## src/rtl/div_unit_pkg.sv

```systemverilog
// Shared definitions for the iterative divider: widths, FSM encodings and
// the sign-magnitude helper used when latching operands.
// Imported by div_unit_if, div_step and div_unit.
package div_unit_pkg;

  localparam int DIV_WIDTH = 32;
  localparam int CNT_W     = $clog2(DIV_WIDTH);

  typedef enum logic [1:0] {
    ST_IDLE = 2'd0,
    ST_CALC = 2'd1,
    ST_FIX  = 2'd2,
    ST_DONE = 2'd3
  } div_state_e;

  // Magnitude of a WIDTH-bit operand, one bit wider so that the most
  // negative value still has a positive representation.
  function automatic logic [DIV_WIDTH:0] abs_mag(input logic [DIV_WIDTH-1:0] v,
                                                 input logic neg);
    if (neg) begin
      return {1'b0, ~v} + (DIV_WIDTH+1)'(1);
    end
    return {1'b0, v};
  endfunction

endpackage

```

## src/rtl/div_unit_if.sv

```systemverilog
// Request/result bundle between the pipeline and the divider.
// master: drives div_start/div_signed/x/y/div_cancel, receives status/results.
// slave : the divider side.
interface div_unit_if
  import div_unit_pkg::*;
#(
  parameter int WIDTH = DIV_WIDTH
);

  logic             div_start;
  logic             div_signed;
  logic [WIDTH-1:0] x;
  logic [WIDTH-1:0] y;
  logic             div_cancel;
  logic             div_busy;
  logic             div_done;
  logic [WIDTH-1:0] quotient;
  logic [WIDTH-1:0] remainder;

  modport master (
    output div_start, div_signed, x, y, div_cancel,
    input  div_busy, div_done, quotient, remainder
  );

  modport slave (
    input  div_start, div_signed, x, y, div_cancel,
    output div_busy, div_done, quotient, remainder
  );

endinterface

```

## src/rtl/div_step.sv

```systemverilog
// One restoring-division iteration (purely combinational).
// Latency: 0 cycles. Backpressure: none.
// Ports: rem_in/divisor magnitudes and next dividend bit in; rem_out, q_bit out.
module div_step
  import div_unit_pkg::*;
#(
  parameter int WIDTH = DIV_WIDTH
) (
  input  logic [WIDTH:0] rem_in,
  input  logic           dvd_bit,
  input  logic [WIDTH:0] divisor,
  output logic [WIDTH:0] rem_out,
  output logic           q_bit
);

  logic [WIDTH+1:0] shifted;
  logic [WIDTH+1:0] diff;

  assign shifted = {rem_in, dvd_bit};
  assign diff    = shifted - {1'b0, divisor};

  // Partial remainder stays below 2^WIDTH, so the extra top bit of diff is a
  // reliable borrow: clear means the trial subtraction succeeded.
  assign q_bit   = ~diff[WIDTH+1];
  assign rem_out = (WIDTH+1)'(q_bit ? diff : shifted);

endmodule

```

## src/rtl/div_unit.sv

```systemverilog
// Iterative signed/unsigned divider, one quotient bit per cycle.
// Latency: start at edge 0 -> CALC cycles 1..WIDTH, FIX WIDTH+1, div_done WIDTH+2.
// Backpressure: none; div_start outside IDLE is dropped, div_cancel aborts.
// Ports: clk, resetn (async, active-low), bus (div_unit_if.slave).
module div_unit
  import div_unit_pkg::*;
#(
  parameter int WIDTH = DIV_WIDTH
) (
  input  logic       clk,
  input  logic       resetn,
  div_unit_if.slave  bus
);

  div_state_e       state;
  div_state_e       state_nxt;
  logic [CNT_W-1:0] cnt;

  logic [WIDTH:0]   rem;       // partial remainder magnitude
  logic [WIDTH:0]   dvsr;      // divisor magnitude
  logic [WIDTH-1:0] dvd;       // dividend shifts out MSB-first, quotient shifts in
  logic             sx;
  logic             sy;
  logic             sgn;
  logic             zero_dvsr;
  logic [WIDTH-1:0] quotient_q;
  logic [WIDTH-1:0] remainder_q;

  logic [WIDTH:0]   rem_nxt;
  logic             q_bit;
  logic [WIDTH:0]   mag_x;
  logic [WIDTH:0]   mag_y;
  logic             busy;
  logic             done;
  logic             last_iter;
  logic             q_neg;
  logic             r_neg;

  assign mag_x     = abs_mag(bus.x, bus.div_signed & bus.x[WIDTH-1]);
  assign mag_y     = abs_mag(bus.y, bus.div_signed & bus.y[WIDTH-1]);
  assign last_iter = (cnt == CNT_W'(WIDTH-1));

  // A zero divisor yields all-ones regardless of signs, so skip negation.
  assign q_neg = sgn & (sx ^ sy) & ~zero_dvsr;
  assign r_neg = sgn & sx;

  div_step #(.WIDTH(WIDTH)) u_step (
    .rem_in  (rem),
    .dvd_bit (dvd[WIDTH-1]),
    .divisor (dvsr),
    .rem_out (rem_nxt),
    .q_bit   (q_bit)
  );

  always_ff @(posedge clk or negedge resetn) begin
    if (!resetn) begin
      state <= ST_IDLE;
    end else begin
      state <= state_nxt;
    end
  end

  always_comb begin
    state_nxt = state;
    busy      = 1'b0;
    done      = 1'b0;
    case (state)
      ST_IDLE: begin
        if (bus.div_start && !bus.div_cancel) begin
          state_nxt = ST_CALC;
        end
      end
      ST_CALC: begin
        busy = 1'b1;
        if (bus.div_cancel) begin
          state_nxt = ST_IDLE;
        end else if (last_iter) begin
          state_nxt = ST_FIX;
        end
      end
      ST_FIX: begin
        busy      = 1'b1;
        state_nxt = bus.div_cancel ? ST_IDLE : ST_DONE;
      end
      ST_DONE: begin
        done      = 1'b1;
        state_nxt = ST_IDLE;
      end
      default: state_nxt = ST_IDLE;
    endcase
  end

  always_ff @(posedge clk or negedge resetn) begin
    if (!resetn) begin
      cnt         <= '0;
      rem         <= '0;
      dvsr        <= '0;
      dvd         <= '0;
      sx          <= 1'b0;
      sy          <= 1'b0;
      sgn         <= 1'b0;
      zero_dvsr   <= 1'b0;
      quotient_q  <= '0;
      remainder_q <= '0;
    end else begin
      case (state)
        ST_IDLE: begin
          if (bus.div_start && !bus.div_cancel) begin
            cnt       <= '0;
            rem       <= '0;
            dvd       <= WIDTH'(mag_x);
            dvsr      <= mag_y;
            sx        <= bus.x[WIDTH-1];
            sy        <= bus.y[WIDTH-1];
            sgn       <= bus.div_signed;
            zero_dvsr <= (bus.y == '0);
          end
        end
        ST_CALC: begin
          if (!bus.div_cancel) begin
            rem <= rem_nxt;
            dvd <= {dvd[WIDTH-2:0], q_bit};
            cnt <= cnt + CNT_W'(1);
          end
        end
        ST_FIX: begin
          if (!bus.div_cancel) begin
            if (zero_dvsr) begin
              quotient_q <= '1;
            end else begin
              quotient_q <= q_neg ? -dvd : dvd;
            end
            // With a zero divisor rem has collected |x|, so the remainder
            // sign rule reproduces x exactly.
            remainder_q <= r_neg ? WIDTH'(-rem) : WIDTH'(rem);
          end
        end
        default: ;
      endcase
    end
  end

  assign bus.div_busy  = busy;
  assign bus.div_done  = done;
  assign bus.quotient  = quotient_q;
  assign bus.remainder = remainder_q;

endmodule

```

## src/flat_wrapper.sv

```systemverilog
// flat-port wrapper written by rule: the top's interface ports become plain ports
module div_unit_flat import div_unit_pkg::*;
#(
  parameter int WIDTH = DIV_WIDTH
)
  (clk, resetn, bus_div_start, bus_div_signed, bus_x, bus_y, bus_div_cancel, bus_div_busy, bus_div_done, bus_quotient, bus_remainder);
  div_unit_if #(.WIDTH(WIDTH)) bus_i ();
  input  logic clk;
  input  logic resetn;
  input wire logic [$bits(bus_i.div_start)-1:0] bus_div_start;
  input wire logic [$bits(bus_i.div_signed)-1:0] bus_div_signed;
  input wire logic [$bits(bus_i.x)-1:0] bus_x;
  input wire logic [$bits(bus_i.y)-1:0] bus_y;
  input wire logic [$bits(bus_i.div_cancel)-1:0] bus_div_cancel;
  output wire logic [$bits(bus_i.div_busy)-1:0] bus_div_busy;
  output wire logic [$bits(bus_i.div_done)-1:0] bus_div_done;
  output wire logic [$bits(bus_i.quotient)-1:0] bus_quotient;
  output wire logic [$bits(bus_i.remainder)-1:0] bus_remainder;
  assign bus_i.div_start = bus_div_start;
  assign bus_i.div_signed = bus_div_signed;
  assign bus_i.x = bus_x;
  assign bus_i.y = bus_y;
  assign bus_i.div_cancel = bus_div_cancel;
  assign bus_div_busy = bus_i.div_busy;
  assign bus_div_done = bus_i.div_done;
  assign bus_quotient = bus_i.quotient;
  assign bus_remainder = bus_i.remainder;
  div_unit #(.WIDTH(WIDTH)) u_core (.clk(clk), .resetn(resetn), .bus(bus_i));
endmodule
```

## config.mk

```make
export PLATFORM = sky130hd
export DESIGN_NAME = div_unit_flat
export DESIGN_NICKNAME = d
export VERILOG_FILES = /design/src/rtl/div_unit_pkg.sv /design/src/rtl/div_unit_if.sv /design/src/rtl/div_step.sv /design/src/rtl/div_unit.sv /design/src/flat_wrapper.sv
export SDC_FILE = /design/constraint.sdc
export NUM_CORES = 1
export LEC_CHECK = 0
export BUFFER_PORTS_ARGS = -buffer_cell sky130_fd_sc_hd__buf_2
export CAP_MARGIN = 20
export CORE_MARGIN = 5
export CORE_UTILIZATION = 60
export CTS_BUF_LIST = sky130_fd_sc_hd__clkbuf_8
export DETAILED_ROUTE_END_ITERATION = 8
export PLACE_DENSITY_LB_ADDON = 0.1
export SETUP_SLACK_MARGIN = 0.4
export SYNTH_ARGS = -nofsm -noshare
export SYNTH_HDL_FRONTEND = slang
export SYNTH_SLANG_ARGS = --single-unit
```

## constraint.sdc

```tcl
create_clock -name clk -period 6.1 [get_ports clk]
set_input_delay 0.61 -clock clk [delete_from_list [all_inputs] [get_ports clk]]
set_output_delay 0.61 -clock clk [all_outputs]
set_load 0.03 [all_outputs]
```

==> impl_metrics.tcl <==
set metrics [dict create \
    synth_area_per_cell_um2 8.30 \
    p_int_mw 3.39 \
    start_kind "register" \
    leakagePower_nw 5.76 \
    gp_congestion 0.950 \
    status "completed" \
    fmax_ghz 0.284 \
    die_w_um 150 \
    path_clk_slew_ns 0.10 \
    io_buffers 134 \
    relSlewSlack 0.273 \
    cts_made_buffers 17 \
    start_util 0.607 \
    detail_route.wl_per_cell_um 17.0 \
    first_global_vias 9618 \
    overflow 0 \
    setup_ws_ns 2.58 \
    yosys_register_bits 173 \
    syn_inst 1414 \
    arrival_ns 3.91 \
    crit_buf_inv 0 \
    antenna-diode-count 0 \
    synth_nets 1527 \
    hold_class "input pin to asynchronous set/reset pin" \
    crit_top_cell "o221ai_1" \
    seqPwrFrac 0.287 \
    irDropWorstVdd_mv 0.218 \
    cp_max_fo 22 \
    power.density_mw_per_mm2 521 \
    io_pins 135 \
    end_kind "register" \
    critPathKind "register to register" \
    crit_slowest_cell "o31a_1" \
    report.final.slew_viol_count 0 \
    switching_share 0.499 \
    insertion_delay_ns 0.48 \
    power_switching_mw 3.37 \
    final_hold_viol_count 0 \
    htreeDepth 4 \
    p_comb_frac 0.583 \
    drcViolationCount 0 \
    synth_edf_count 0 \
    drt_wl_total_mm 30.3 \
    layout_min_cycle_time_ns 3.52 \
    routed_via_density 5.93 \
    ys.flop_type "dfrtp_1" \
    drive_above_1_share 0.139 \
    tns_ns 0 \
    tightest_slew_ns 1.09 \
    cts_tree "done" \
    cts_resized 0 \
    drtIter0Drc 1043 \
    drv_cap 0 \
    clk_path_buf_depth 2 \
    dp_hpwl_mm 22.7 \
    grt_max_degree 105 \
    cpPeakStageDelay_ns 0.72 \
    grt_setup_unrepaired "no" \
    setup_viol 0 \
    placeableCoreArea_mm2 0.0193 \
    ctsHoldBuffers 0 \
    root_buffer "clkbuf_8" \
    die_h_um 150 \
    post_dp_cell_area_mm2 0.0125 \
    antenna_found_initial 0 \
    place_ws_ns 2.61 \
    synthArstFlopShare 1.00 \
    p_total_mw 6.76 \
    final_nets 1613 \
    rows 51 \
    vias 10500 \
    cts.sinks 173 \
    path_cells "ha_1 -> nand2_1 -> o21ai_0 -> o221ai_1 -> a31oi_4 -> o31a_1 -> nand3_1 -> o221ai_1" \
    ant_nets 0 \
    yosysUniqueCellTypes 84 \
    grt_usage 0.271 \
    ys_warn_count 0 \
    cts_setup_buffers 0 \
    stdcell_area_mm2 0.0130 \
    clockPowerShare 0.130 \
    skew_ns 0.0128 \
    cp_data_required_time_ns 6.48 \
    crit_family "compound AO/OA/AOI/OAI gates" \
    grt_pass1_wl_mm 49.2 \
    yosysSeqAreaShare 0.369 \
    die_area_mm2 0.0225 \
    period_share 0.577 \
    syn-cell-area_mm2 0.0117 \
    syn2layout_area_growth_pct 10.5 \
    first_pass_iters 5 \
]
cell usage after synthesis (13+ instances only):
master / number / area share
ha_1: 43 / 0.046
clkbuf_1: 68 / 0.022
and2_1: 14 / 0.0075
o21ai_0: 129 / 0.055
o211ai_1: 24 / 0.015
nor3_1: 25 / 0.011
xor2_1: 64 / 0.048
a21o_1: 14 / 0.0090
o31ai_1: 15 / 0.0096
nand4_1: 25 / 0.013
nor4_1: 15 / 0.0080
inv_1: 58 / 0.019
nand2_1: 184 / 0.059
nor2_1: 128 / 0.041
nand3_1: 25 / 0.011
dfrtp_1: 173 / 0.37
nand2b_1: 13 / 0.0069
a21oi_1: 133 / 0.057
xnor2_1: 75 / 0.056
power by group through the flow:
| stage | Sequential, mW | Combinational [mW] | Clock, mW |
|---|---|---|---|
| 2_1_floorplan | 1.95 | 2.87 | 0 |
| 3_3_place_gp | 1.93 | 3.84 | 0 |
| 3_5_place_dp | 1.95 | 3.87 | 0 |
| 4_1_cts | 1.93 | 3.89 | 0.888 |
| 5_1_grt | 2.00 | 4.37 | 0.935 |
| 6_report | 1.94 | 3.94 | 0.875 |
cells in the final DEF, fill, tap and decap left out, drive strengths merged, types with 18 or more instances in the layout:
master / n
nand4: 25
xor2: 64
nor4: 20
o21ai: 137
a21oi: 133
buf: 145
clkbuf: 18
nand2: 184
nor3: 26
inv: 65
o211ai: 25
dfrtp: 173
nor2: 128
nand3: 26
ha: 43
xnor2: 75
logic make-up (layout without fill, tap and decap cells):
family,after synthesis,after routing,synth area share
DFF,173,173,0.369
xor gates and xnor gates,139,139,0.104
and+or+nand+nor,489,489,0.199
AOI/OAI and AO/OA,424,424,0.228
buffers and inverters,136,235,0.0448
muxes,9,9,0.00799
adders and majority gates,44,44,0.0475
through the flow:
stage	hold WS [ns]	std cells	util
2_1_floorplan	0.314	1414	-
3_3_place_gp	0.449	1746	0.649
3_5_place_dp	0.464	1746	0.649
4_1_cts	0.270	1778	0.671
5_1_grt	0.311	1778	0.671
6_report	0.245	1778	0.671
routing by layer:
metal | GRT usage | vias up | share of wire
li1 | - | 5196 | -
met1 | 0.427 | 4952 | 0.50
met2 | 0.384 | 357 | 0.42
met3 | 0.0454 | 32 | 0.074
met4 | 0.0755 | 0 | 0.013
met5 | 0 | - | 0
cell type report:
class	count	area (µm²)
clock buffers	18	248
clock inverters	14	175
fillers	1675	6370
inverters	58	218
multi-input cells	1105	6910
flip-flops and latches	173	4330
well taps	265	332
repair buffers	145	759
path summary, 6_finish.rpt:
| check | from | end | slack (ns) | cells past startpoint |
|---|---|---|---|---|
| max | u_core.rem[18]$_DFFE_PN0P_ | u_core.rem[22]$_DFFE_PN0P_ | 2.58 | 8 |
| max reg2reg | u_core.rem[18]$_DFFE_PN0P_ | u_core.rem[22]$_DFFE_PN0P_ | 2.58 | 8 |
| min | resetn | u_core.bus.remainder[9]$_DFFE_PN0P_ | 0.24 | 1 |
| max in group asynchronous | resetn | u_core.rem[16]$_DFFE_PN0P_ | 4.38 | 2 |
| min in group clk | bus_y[31] | u_core.zero_dvsr$_DFFE_PN0P_ | 0.36 | 2 |
| min reg2reg | u_core.bus.remainder[26]$_DFFE_PN0P_ | u_core.bus.remainder[26]$_DFFE_PN0P_ | 0.48 | 2 |
registers in the layout (all words and copies together) (netlist names):
signal	flops
u_core.dvd	32
u_core.rem	33
u_core.bus.quotient	32
u_core.state	2
u_core.sgn	1
u_core.dvsr	33
u_core.bus.remainder	32
u_core.cnt	5
u_core.zero_dvsr	1
u_core.sx	1
u_core.sy	1
No activity file was read; power rests on OpenSTA's default activity.
